File: config.mk
export PLATFORM = sky130hd
export DESIGN_NAME = truth_table_sweeper
export DESIGN_NICKNAME = d
export VERILOG_FILES = /design/src/rtl/truth_table_sweeper.sv
export SDC_FILE = /design/constraint.sdc
export NUM_CORES = 1
export LEC_CHECK = 0
export CORE_MARGIN = 5
export CORE_UTILIZATION = 50
export DETAILED_ROUTE_END_ITERATION = 7
export PLACE_DENSITY_LB_ADDON = 0.15
export SLEW_MARGIN = 0
export SYNTH_ARGS = -nofsm -noshare
export SYNTH_HDL_FRONTEND = slang
export SYNTH_SLANG_ARGS = --single-unit
export TNS_END_PERCENT = 20
File: constraint.sdc
create_clock -name clk -period 1.7 [get_ports clk]
set_input_delay 0.34 -clock clk [delete_from_list [all_inputs] [get_ports clk]]
set_output_delay 0.34 -clock clk [all_outputs]
set_load 0.01 [all_outputs]
File: src/rtl/truth_table_sweeper.sv
// Self-test sequencer: walks a 3-input combinational block through all 8 input
// vectors, samples f after a programmable hold and checks the table against a golden value.
module truth_table_sweeper #(
    parameter int          HOLD_CYCLES = 2,
    parameter logic [7:0]  EXPECTED    = 8'hE8
) (
    input  logic       clk,
    input  logic       rst_n,
    input  logic       start,
    input  logic       abort,
    input  logic       f,
    output logic       x1,
    output logic       x2,
    output logic       x3,
    output logic       busy,
    output logic       done,
    output logic       pass,
    output logic [7:0] table_out
);

    localparam logic [1:0] ST_IDLE  = 2'd0;
    localparam logic [1:0] ST_APPLY = 2'd1;
    localparam logic [1:0] ST_DONE  = 2'd2;
    localparam logic [7:0] HOLD_LAST = 8'(HOLD_CYCLES - 1);

    logic [1:0] state_q, state_d;
    logic [2:0] idx_q, idx_d;
    logic [7:0] hold_cnt_q, hold_cnt_d;
    logic [7:0] cap_q, cap_d;
    logic [2:0] x_q, x_d;
    logic       busy_q, busy_d;
    logic       done_q, done_d;
    logic       pass_q, pass_d;
    logic [7:0] table_q, table_d;

    // Next-state logic; outputs are derived from the next state so they can be registered.
    always_comb begin
        state_d    = state_q;
        idx_d      = idx_q;
        hold_cnt_d = hold_cnt_q;
        cap_d      = cap_q;
        table_d    = table_q;
        pass_d     = pass_q;
        case (state_q)
            ST_IDLE: begin
                if (start && !abort) begin
                    state_d    = ST_APPLY;
                    idx_d      = 3'd0;
                    hold_cnt_d = 8'd0;
                    cap_d      = 8'h00;
                end else begin
                    state_d    = ST_IDLE;
                end
            end
            ST_APPLY: begin
                if (abort) begin
                    // A cancelled sweep leaves the published result untouched.
                    state_d    = ST_IDLE;
                    idx_d      = 3'd0;
                    hold_cnt_d = 8'd0;
                    cap_d      = 8'h00;
                end else if (hold_cnt_q == HOLD_LAST) begin
                    cap_d[idx_q] = f;
                    hold_cnt_d   = 8'd0;
                    if (idx_q == 3'd7) begin
                        state_d = ST_DONE;
                        table_d = cap_d;
                        pass_d  = (cap_d == EXPECTED);
                    end else begin
                        idx_d   = idx_q + 3'd1;
                    end
                end else begin
                    hold_cnt_d = hold_cnt_q + 8'd1;
                end
            end
            ST_DONE: begin
                state_d = ST_IDLE;
                idx_d   = 3'd0;
            end
            default: begin
                state_d    = ST_IDLE;
                idx_d      = 3'd0;
                hold_cnt_d = 8'd0;
                cap_d      = 8'h00;
            end
        endcase
        busy_d = (state_d == ST_APPLY);
        done_d = (state_d == ST_DONE);
        if (busy_d) begin
            x_d = idx_d;
        end else begin
            x_d = 3'b000;
        end
    end

    // State and output registers with asynchronous clear.
    always_ff @(posedge clk or negedge rst_n) begin
        if (!rst_n) begin
            state_q    <= ST_IDLE;
            idx_q      <= 3'd0;
            hold_cnt_q <= 8'd0;
            cap_q      <= 8'h00;
            x_q        <= 3'b000;
            busy_q     <= 1'b0;
            done_q     <= 1'b0;
            pass_q     <= 1'b0;
            table_q    <= 8'h00;
        end else begin
            state_q    <= state_d;
            idx_q      <= idx_d;
            hold_cnt_q <= hold_cnt_d;
            cap_q      <= cap_d;
            x_q        <= x_d;
            busy_q     <= busy_d;
            done_q     <= done_d;
            pass_q     <= pass_d;
            table_q    <= table_d;
        end
    end

    assign x1        = x_q[2];
    assign x2        = x_q[1];
    assign x3        = x_q[0];
    assign busy      = busy_q;
    assign done      = done_q;
    assign pass      = pass_q;
    assign table_out = table_q;

endmodule

==> flow_summary.toml, run 1 <==
[run_status]
status = "complete, no violations"

[place]
dp_hpwl_mm = 2.58
place_ws_ns = -0.317
portBuffers = 18
placed_area_mm2 = 0.00207
place_congestion = 0.854

[layout]
n_antenna_cell = 0
register_area_um2 = 880
area_growth_pct = 31.0
nNetsFinal = 226
drive_gt1_share_pct = 23.3
fill_cells = 287
design_area_mm2 = 0.00224
multiInputGateArea_um2 = 853

[logic_synthesis]
synth.top_cell.area_share_pct = 51.2
syn_avg_cell_area_um2 = 9.62
synth_async_sr_flop_share_pct = 100
ys_ff_latch = 35
netlist_top_cells_count = "dfrtp_1, nand2_1, o21ai_0, nor2_1, a21oi_1"
synth_flop_cell = "dfrtp_1"
synth_area_leader_cell = "dfrtp_1"
synthTopCellsByArea = "dfrtp_1, nand2_1, o21ai_0"
synthesis.nets = 186
syn_area_mm2 = 0.00171
seq_area_frac_synth_pct = 51.2
synth_cell_types = 33
yosysMostFrequentCell = "dfrtp_1"
synthCells = 178
ys_warn_count = 0
synth_edf_count = 0

[cts]
cts.sink_count = 35
cts_made_buffers = 5
htree_levels = 2
cts-root-buf = "clkbuf_4"
clock_path_buffers = 2
clk_pin_slew_ns = 0.11
cts_hold_buf = 0
cts_tree = "yes"
clk_latency_ns = 0.35

[sta]
finalSetupViolations = 0
rsz0062_at_grt = "true"
drv_slew = 0
setup_tns_ns = 0
period_minus_slack_ns = 1.66
skew_ns = 0.0146
slew_headroom_pct = 71.2
fin_ws_ns = 0.0407
hold_viol_final = 0
worst_slew_pin_slew_ns = 0.430
fin_crit_sh_pct = 97.6
max_freq_ghz = 0.603

[routing]
drtPass1Iterations = 4
antenna_left = 0
wl_per_cell_um = 14.5
route.detailed.drc = 0
drt_wl_total_mm = 3.84
drtIter0Drc = 89
vias = 1419
vias_per_cell = 5.35

[grt]
antenna_found_initial = 0
first_global_vias = 1457
grt_pass1_wl_mm = 6.43
grtUsageTotal_pct = 18.7
grt_start_max_net_pins = 36
grt_overflow_total = 0

[critical_path]
crit_start = "hold_cnt_q[5]$_DFFE_PN0P_"
r2r-start = "hold_cnt_q[5]$_DFFE_PN0P_"
path_cells = "nor4_4 > nand3_2 > or3_4 > buf_6 > o31ai_2"
r2r_end = "pass$_DFFE_PN0P_"
critPathKind = "register to register"
critPathMaxFanout = 10
cp-start-kind = "register"
max_stage_delay_ns = 0.42
reg2reg_depth = 5
rrSetupSlack_ns = 0.04
cp.required_ns = 1.97
crit_path_end_kind = "register"
cp.arrival_ns = 1.93
crit_slowest_cell = "dfrtp_1"
timing.critical_path.to = "pass$_DFFE_PN0P_"

[pwr]
total_power_uw = 1600
peakVddDrop_mv = 0.526
powerDensity_mw_per_mm2 = 714
p_leak_uw = 0.00106

[die]
rows = 21
initial_core_util_pct = 51.3
dieWidth_um = 68.5
die_h_um = 68.5
dieArea_mm2 = 0.00469
boundaryPins = 19
coreArea_mm2 = 0.00334

[worst_hold_path]
hp-class = "input pin to async pin"

[run]
drv_cap = 0
==> cells in the final DEF (no fill, tap or decap), types with 4 or more instances in the layout <==
master           instances
dfrtp_1                 32
nand2_1                 27
buf_4                   23
clkdlybuf4s50_1         18
o21ai_0                 14
nor2_1                  13
a21oi_1                  8
mux2i_1                  8
xor2_1                   7
inv_1                    5
o21ai_1                  5
clkbuf_4                 5
nand4_1                  4
==> kinds of logic after synthesis <==
group,synth area share [%]
XOR/XNOR,3.58
AO/OA/AOI/OAI,15.3
flip-flops,51.2
multiplexers,4.68
AND/OR/NAND/NOR,19.4
adder cells (fa/ha/maj),2.19
buffers and inverters,3.73
==> state kept, by name (all words and copies together), names as in the netlist <==
register and cells:
cap_q 8, hold_cnt_q 8, table_out 8, idx_q 3, x_q 3, state_q 2
busy 1, done 1, pass 1
==> per-layer routing <==
metal / track usage (%) / vias to the layer above / wire, um
met1: 23.3 / 685 / 1780
met4: 7.69 / 0 / 55
met2: 30.0 / 21 / 1890
met3: 5.83 / 7 / 114
met5: 0 / - / 0
li1: - / 706 / -
==> cell type report <==
type                    instances  share of cell area [%]
well taps                      46                    2.57
clock buffers                   8                    3.07
flip-flops and latches         35                    39.2
repair buffers                 42                    16.2
multi-input cells             129                    38.1
inverters                       5                   0.837
==> through the flow <==
step                cells  utilization [%]  hold slack (ns)
finish                265             67.2            0.388
global route          265             67.2            0.430
CTS                   265             65.5            0.395
detailed placement    255             62.0            0.469
global placement      255             62.0            0.461
floorplan             178                -           0.0444
==> worst max-delay path, delay by kind of cell (launching register included) <==
family	cells	cell delay [ns]
simple gates	3	0.79
flops	1	0.42
compound gates	1	0.22
buf+inv	1	0.15
==> worst min-delay path by stage <==
stage / from / to / slack, ns / cells past startpoint
after floorplan: rst_n / busy$_DFF_PN0_ / 0.04 / 0
after global placement: cap_q[3]$_DFFE_PN0P_ / cap_q[3]$_DFFE_PN0P_ / 0.46 / 2
after detailed placement: table_out[0]$_DFFE_PN0P_ / table_out[0]$_DFFE_PN0P_ / 0.47 / 2
after CTS: rst_n / cap_q[2]$_DFFE_PN0P_ / 0.40 / 2
after global routing: rst_n / cap_q[2]$_DFFE_PN0P_ / 0.43 / 2
final: rst_n / cap_q[2]$_DFFE_PN0P_ / 0.39 / 2
==> report_power, final <==
group | internal [uW] | total [uW] | switching [uW] | leakage [uW]
clock | 243 | 518 | 274 | 0.0000386
sequential | 848 | 866 | 18.2 | 0.000479
combinational | 94.1 | 216 | 122 | 0.000545
==> what timing repair did <==
action,4_1_cts,5_1_grt
gates resized for setup,8,19
pin swaps,2,6
setup buffers,1,0
gates cloned,1,0
endpoints found under the setup margin,8,24
Note: power is estimated with default switching activity, not from simulation.
==> run 2, diff against run 1 <==
--- a/config.mk
+++ b/config.mk
@@ -9,6 +9,7 @@
 export CORE_UTILIZATION = 50
 export DETAILED_ROUTE_END_ITERATION = 7
 export PLACE_DENSITY_LB_ADDON = 0.15
+export SKIP_CTS_REPAIR_TIMING = 1
 export SLEW_MARGIN = 0
 export SYNTH_ARGS = -nofsm -noshare
 export SYNTH_HDL_FRONTEND = slang
==> run 2 against run 1 <==
Net effect: via count fell by 0.28%; wire length fell by 0.26%; maximum frequency down 2.6%; power grew 0.39%; highest routed layer unchanged; final area increased by 0.11%; global-route usage fell by 0.72 points; largest power group unchanged; the run now ends with negative setup slack left; critical path type unchanged; clock power increased by 0.8%.
==> flow_summary.toml, run 2 (same netlist as run 1, synthesis figures left out) <==
[run_status]
status = "complete, but fails checks"
violations = "negative setup slack"

[routing]
drtPass1Iterations = 4
vias_per_cell = 5.36
route.detailed.drc = 0
vias = 1415
drt_wl_total_mm = 3.83
antenna_left = 0
drtIter0Drc = 84
wl_per_cell_um = 14.5

[run]
drv_cap = 0

[die]
boundaryPins = 19
coreArea_mm2 = 0.00334
rows = 21
die_h_um = 68.5
dieArea_mm2 = 0.00469
dieWidth_um = 68.5
initial_core_util_pct = 51.3

[layout]
n_antenna_cell = 0
area_growth_pct = 31.1
final_common_cell = "dfrtp_1"
drive_gt1_share_pct = 23.4
nNetsFinal = 225
layout_common_cells = "dfrtp_1, nand2_1, buf_4, clkdlybuf4s50_1, o21ai_0"
final_cell_count_no_fill = 264
design_area_mm2 = 0.00224

[cts]
clk_latency_ns = 0.35
cts_made_buffers = 5
cts-root-buf = "clkbuf_4"
cts_tree = "yes"
htree_levels = 2
cts.sink_count = 35
clock_path_buffers = 2
clk_pin_slew_ns = 0.12

[critical_path]
crit_slowest_cell = "dfrtp_2"
critPathMaxFanout = 20
r2r_end = "pass$_DFFE_PN0P_"
max_stage_delay_ns = 0.44
cp.arrival_ns = 1.98
r2r-start = "hold_cnt_q[6]$_DFFE_PN0P_"
critPathKind = "register to register"
crit_start = "hold_cnt_q[6]$_DFFE_PN0P_"
cp.required_ns = 1.97
cp-start-kind = "register"
timing.critical_path.to = "pass$_DFFE_PN0P_"
rrSetupSlack_ns = -0.004
crit_path_end_kind = "register"
reg2reg_depth = 5
path_cells = "nor4_4 > nand3_2 > or3_4 > buf_12 > o31ai_2"

[place]
place_congestion = 0.854
dp_hpwl_mm = 2.58
placed_area_mm2 = 0.00207
portBuffers = 18
placed_cells = 255

[sta]
drv_slew = 0
finalSetupViolations = 1
worst_slew_pin_slew_ns = 0.449
max_freq_ghz = 0.587
rsz0062_at_grt = "true"
hold_viol_final = 0
fin_ws_ns = -0.00394
period_minus_slack_ns = 1.70
setup_tns_ns = -0.00394
slew_headroom_pct = 70.0
fin_crit_sh_pct = 100
skew_ns = 0.0167

[worst_hold_path]
hp-class = "input pin to async pin"

[pwr]
swShare_pct = 26.2
p_leak_uw = 0.00106
p_seq_share_pct = 53.9
peakVddDrop_mv = 0.546
clkPwrFrac_pct = 32.5
power_frac_comb_pct = 13.6
power_switching_uw = 420
powerDensity_mw_per_mm2 = 716
internal-power_uw = 1190

[grt]
antenna_found_initial = 0
grtUsageTotal_pct = 18.0
grt_overflow_total = 0
grt_start_max_net_pins = 36
grt_pass1_wl_mm = 6.22
first_global_vias = 1443
run 2: worst min-delay path by stage:
stage	from	end	slack [ns]	cells after the start
2_1_floorplan	rst_n	busy$_DFF_PN0_	0.04	0
3_3_place_gp	cap_q[3]$_DFFE_PN0P_	cap_q[3]$_DFFE_PN0P_	0.46	2
3_5_place_dp	table_out[0]$_DFFE_PN0P_	table_out[0]$_DFFE_PN0P_	0.47	2
4_1_cts	rst_n	cap_q[2]$_DFFE_PN0P_	0.40	2
5_1_grt	rst_n	cap_q[2]$_DFFE_PN0P_	0.43	2
6_report	rst_n	cap_q[2]$_DFFE_PN0P_	0.39	2
run 2: layout make-up:
cell class,instances,area (um^2)
Tap cell,46,57.6
Fill cell,289,1090
Clock buffer,8,68.8
Inverter,5,18.8
Sequential cell,35,881
Multi-Input combinational cell,129,853
Timing Repair Buffer,41,365
run 2: routing by layer:
layer | part of all wire [%] | track usage (%)
met1 | 47 | 21.8
met2 | 49 | 29.2
met3 | 3.1 | 5.83
met4 | 1.3 | 7.69
met5 | 0 | 0
run 2: worst max-delay path, delay by kind of cell (launching register included):
family	cells	cell delay [ns]
AND/OR/NAND/NOR	3	0.81
flip-flops	1	0.44
AO/OA/AOI/OAI	1	0.22
buffers and inverters	1	0.16
run 2: metrics by stage:
step / utilization, % / power [uW] / hold WS, ns / setup WS [ns]
global route: 67.3 / 1680 / 0.428 / -0.100
CTS: 64.1 / 1600 / 0.395 / -0.121
detailed placement: 62.0 / 1080 / 0.469 / -0.317
global placement: 62.0 / 1070 / 0.461 / -0.277
floorplan: - / 974 / 0.0444 / 0.0412
finish: 67.3 / 1610 / 0.390 / -0.00394
run 2: power by group through the flow:
stage	registers, uW	logic, uW	clock network [uW]
after global routing	871	242	565
after global placement	880	190	0
final	866	218	522
after CTS	865	197	535
after floorplan	878	96.8	0
after detailed placement	881	196	0
